===== src/rtl/y_alu_pkg.sv =====
// y_alu_pkg: constants and types shared by the operand-issue, ALU and EX stages.
package y_alu_pkg;
   localparam int WIDTH = 32;
   localparam int NREGS = 32;
   localparam int IDXW  = $clog2(NREGS);
   localparam int IMMW  = 16;
   typedef enum logic [2:0] {
      OP_AND = 3'b000,
      OP_OR  = 3'b001,
      OP_ADD = 3'b010,
      OP_SUB = 3'b110,
      OP_SLT = 3'b111
   } alu_op_e;
   typedef enum logic {EMPTY, FULL} ostate_e;
endpackage


===== src/rtl/y_regfile.sv =====
// y_regfile: NREGS x WIDTH register file, 2 read / 1 write, R0 hardwired to zero, write-first bypass.
module y_regfile #(
   parameter int WIDTH = 32,
   parameter int NREGS = 32,
   localparam int IW = $clog2(NREGS)
) (
   input  logic             clk,
   input  logic             reset,
   input  logic [IW-1:0]    ra,
   input  logic [IW-1:0]    rb,
   output logic [WIDTH-1:0] rda,
   output logic [WIDTH-1:0] rdb,
   input  logic             we,
   input  logic [IW-1:0]    wa,
   input  logic [WIDTH-1:0] wd
);
   logic [WIDTH-1:0] mem [NREGS];
   always_ff @(posedge clk)
      if (reset)
         for (int i = 0; i < NREGS; i++) mem[i] <= '0;
      else if (we && wa != '0)
         mem[wa] <= wd;
   // Bypass lets an instruction issue in the same cycle its source is written back.
   assign rda = ra == '0 ? '0 : (we && wa == ra) ? wd : mem[ra];
   assign rdb = rb == '0 ? '0 : (we && wa == rb) ? wd : mem[rb];
endmodule


===== src/rtl/y_operand_issue.sv =====
// y_operand_issue: reads ALU operands from the register file and issues them through a one-entry valid/ready stage.
module y_operand_issue import y_alu_pkg::*; #(
   parameter int WIDTH = 32,
   parameter int NREGS = 32,
   parameter int IMMW  = 16,
   localparam int IW = $clog2(NREGS)
) (
   input  logic             clk,
   input  logic             reset,
   input  logic             in_valid,
   output logic             in_ready,
   input  logic [IW-1:0]    rs,
   input  logic [IW-1:0]    rt,
   input  logic [IMMW-1:0]  imm,
   input  logic             use_imm,
   input  logic [2:0]       op_in,
   input  logic             wb_en,
   input  logic [IW-1:0]    wb_addr,
   input  logic [WIDTH-1:0] wb_data,
   output logic             out_valid,
   input  logic             out_ready,
   output logic [WIDTH-1:0] alu_a,
   output logic [WIDTH-1:0] alu_b,
   output logic [2:0]       alu_op
);
   logic [WIDTH-1:0] rda, rdb;
   ostate_e st;
   logic accept;
   y_regfile #(.WIDTH(WIDTH), .NREGS(NREGS)) u_rf (
      .clk(clk), .reset(reset),
      .ra(rs), .rb(rt), .rda(rda), .rdb(rdb),
      .we(wb_en), .wa(wb_addr), .wd(wb_data)
   );
   assign out_valid = st == FULL;
   assign in_ready  = !out_valid || out_ready;
   assign accept    = in_valid && in_ready;
   always_ff @(posedge clk)
      if (reset) begin
         st     <= EMPTY;
         alu_a  <= '0;
         alu_b  <= '0;
         alu_op <= '0;
      end else begin
         if (accept) begin
            alu_a  <= rda;
            alu_b  <= use_imm ? {{(WIDTH-IMMW){imm[IMMW-1]}}, imm} : rdb;
            alu_op <= op_in;
         end
         st <= accept ? FULL : out_ready ? EMPTY : st;
      end
endmodule

===== config.mk =====
export PLATFORM = sky130hd
export DESIGN_NAME = y_operand_issue
export DESIGN_NICKNAME = d
export VERILOG_FILES = /design/src/rtl/y_alu_pkg.sv /design/src/rtl/y_regfile.sv /design/src/rtl/y_operand_issue.sv
export SDC_FILE = /design/constraint.sdc
export NUM_CORES = 2
export LEC_CHECK = 0
export ABC_AREA = 1
export BUFFER_PORTS_ARGS = -buffer_cell sky130_fd_sc_hd__buf_2
export CELL_PAD_IN_SITES_DETAIL_PLACEMENT = 0
export CELL_PAD_IN_SITES_GLOBAL_PLACEMENT = 1
export CORE_ASPECT_RATIO = 0.7
export CORE_MARGIN = 1.5
export CORE_UTILIZATION = 30
export DETAILED_ROUTE_END_ITERATION = 12
export GPL_TIMING_DRIVEN = 0
export HOLD_SLACK_MARGIN = 0.02
export MAX_ROUTING_LAYER = met4
export PLACE_DENSITY_LB_ADDON = 0.08
export REMOVE_ABC_BUFFERS = 1
export SLEW_MARGIN = 40
export SYNTH_ARGS = -nofsm -noshare
export SYNTH_HDL_FRONTEND = slang
export SYNTH_SLANG_ARGS = --single-unit

===== constraint.sdc =====
create_clock -name clk -period 2.2 [get_ports clk]
set_input_delay 0.11 -clock clk [delete_from_list [all_inputs] [get_ports clk]]
set_output_delay 0.11 -clock clk [all_outputs]
set_load 0.02 [all_outputs]

==> results.cfg <==
[die]
die_area_um2 = 209000
rows = 139
dieHeight_um = 383
io_pins = 141
start_util = 0.302
core_area_um2 = 205000
die_w_um = 546

[power]
p_per_area_nw_per_um2 = 745
ir_drop_v = 0.000480
power_leakage_nw = 33.3

[sta]
slew_headroom = 0.418
whs_ps = 50.3
setup_slack_ps = -61.5
worstMarginPinSlew_ps = 872
min_period_ps = 2260
drv_slew = 0
max_freq_mhz = 442
rsz0062_at_grt = yes
clock_skew_ps = 36.3
finalSetupViolCount = 98
hold_viol = 0
fin_crit_sh = 1.03

[finish]
final_cell_mix = 2721 x nand2_1, 1662 x nor2_1, 1025 x nand3_1, 1024 x edfxtp_1, 670 x inv_1
final_common_cell = nand2_1
n_fill_cell = 21100
final_util = 0.365
finalNetCount = 8428
design_area_um2 = 74900
layout-drive-gt1-share = 0.0853
area_growth_pct = 21.0

[logic_synthesis]
synthesis.area_um2 = 61800
synth-seq-cells = 1092
syn_area_per_cell_um2 = 7.42
synth_cell_type_count = 26
netlist_instances = 8336
ys_warn_count = 0
ys_seq_area_frac = 0.519

[critical_path]
crit_fanout = 14
path_buf_inv = 5
crit_required_ps = 2670
criticalPathCategory = primary input to flip-flop
endpoint_kind = flip-flop
crit_chain = buf_2 > nor3_4 > nand2_1 > nand2_1 > nor3_4 > buf_4 > nand2_4 > buf_12 > nand2_4 > buf_12 > buf_12
start_kind = primary input
crit_slowest_cell = nor3_4
cp.arrival_ps = 2740
path_common_cell = buf_12
cp_slowest_stage_delay_ps = 420
cp_top_family = buffers and inverters

[run_status]
outcome = complete, but fails checks
violations = negative setup slack

[global_route]
grt_max_degree = 114
grt_pass1_wl_um = 443000
antenna_found_initial = 32
gr-usage-all-layers = 0.311
grt-ovfl-total = 0
grt_pass1_vias = 53900

[routing]
routed_via_density = 5.24
wl_per_cell_um = 29.2
drc_errors = 0
ant_nets = 0
vias = 58700
drt_iter0_drc = 7682
wl_um = 327000
drtPass1Iterations = 6

[clocking]
clockRootBuffer = clkbuf_16
tritoncts = built
cts.sinks = 1092
htreeDepth = 4
numCtsBuffers = 142
clk_path_buf_depth = 4
insertion_delay_ps = 820
clk_pin_slew_worst_paths_ps = 60

[place]
dpl.hpwl_um = 190000
port_buffers = 140
placed_cell_area_um2 = 68500
place_congestion = 0.787
place_ws_ps = -2150

[job]
cap_violations = 0

[min_path]
hold_class = primary input to flip-flop
power by group:
| group | internal [mW] | switching, mW |
|---|---|---|
| logic | 2.60 | 6.39 |
| registers | 23.9 | 0.469 |
| clock network | 12.8 | 9.71 |
| total | 39.2 | 16.6 |
sequential cells by signal, summed over array words and instances, names as in the netlist:
name and count:
alu_b 32, alu_op 3, u_rf.mem 1024, out_valid 1, alu_a 32
synthesized netlist by cell type (all sizes together):
master  count  share of area
nor2     1671           0.10
or2         5        0.00051
nor3       11         0.0014
clkbuf    249          0.015
clkinv      2        0.00012
buf       394          0.032
inv       712          0.043
o22ai       5        0.00051
nand3    1028          0.083
dfxtp      68          0.022
o211ai     70         0.0085
edfxtp   1024           0.50
xor2        1        0.00014
a21oi     126          0.010
o21ai     180          0.015
nand2    2788           0.17
a41o        1        0.00016
conb        1       0.000061
stage by stage:
stage / TNS (ps) / cells / power, mW
floorplan: -616170 / 7724 / 28.5
global placement: - / 10600 / 33.2
detailed placement: -1268540 / 10800 / 33.0
CTS: -1200 / 11200 / 55.9
global route: -1080 / 11200 / 57.5
finish: -2180 / 11200 / 55.8
area by class of cell:
cell class                      instances  area, um2  area share
Clock inverter                         48        343     0.00458
Multi-Input combinational cell       5919      25000       0.333
Antenna cell                            8       20.0    0.000267
Clock buffer                          183       3830      0.0512
Inverter                              714       2820      0.0376
Tap cell                             2749       3440      0.0459
Sequential cell                      1092      32100       0.429
Timing Repair inverter                  2       17.5    0.000234
Timing Repair Buffer                  485       7330      0.0979
per-layer routing:
metal	GRT usage	routed length, um	up-vias	share of wire
met5	-	0	-	0
met4	0.0853	9380	0	0.029
met3	0.0388	25700	485	0.079
met2	0.455	139000	2795	0.42
met1	0.450	153000	29000	0.47
li1	-	-	26400	-
tightest hold or removal path, stage by stage:
cell,delay [ps]
buf_6,170
nand2_1,110
nor2_1,40
nand2_1,70
nand2_1,60
nand2_1,70
nand2_1,60
a21oi_1,100
cells by family after synthesis:
logic type,synth area share
simple gates,0.356
flops,0.519
buf+inv,0.0906
compound gates,0.0339
other cells,0.0000606
xor+xnor,0.000142
final timing paths:
check / slack [ps] / to / depth (start not counted) / from
worst max-delay path: -60 / u_rf.mem[15][20] / 11 / wb_addr[4]
worst min-delay path: 50 / alu_a[20] / 8 / rs[4]
worst max register to register: 110 / alu_a[19] / 10 / out_valid
worst min register to register: 460 / alu_a[22] / 2 / alu_a[22]
timing repair:
| item | in CTS | in global routing |
|---|---|---|
| setup buffers | 26 | 12 |
| setup endpoints to repair | 677 | 133 |
| gates resized for setup | 25 | 17 |
| hold buffers | 86 | 0 |
| pin swaps | 9 | 4 |
| hold endpoints to repair | 958 | 0 |
| gates cloned | 20 | 8 |
No activity file was read; power rests on OpenSTA's default activity.
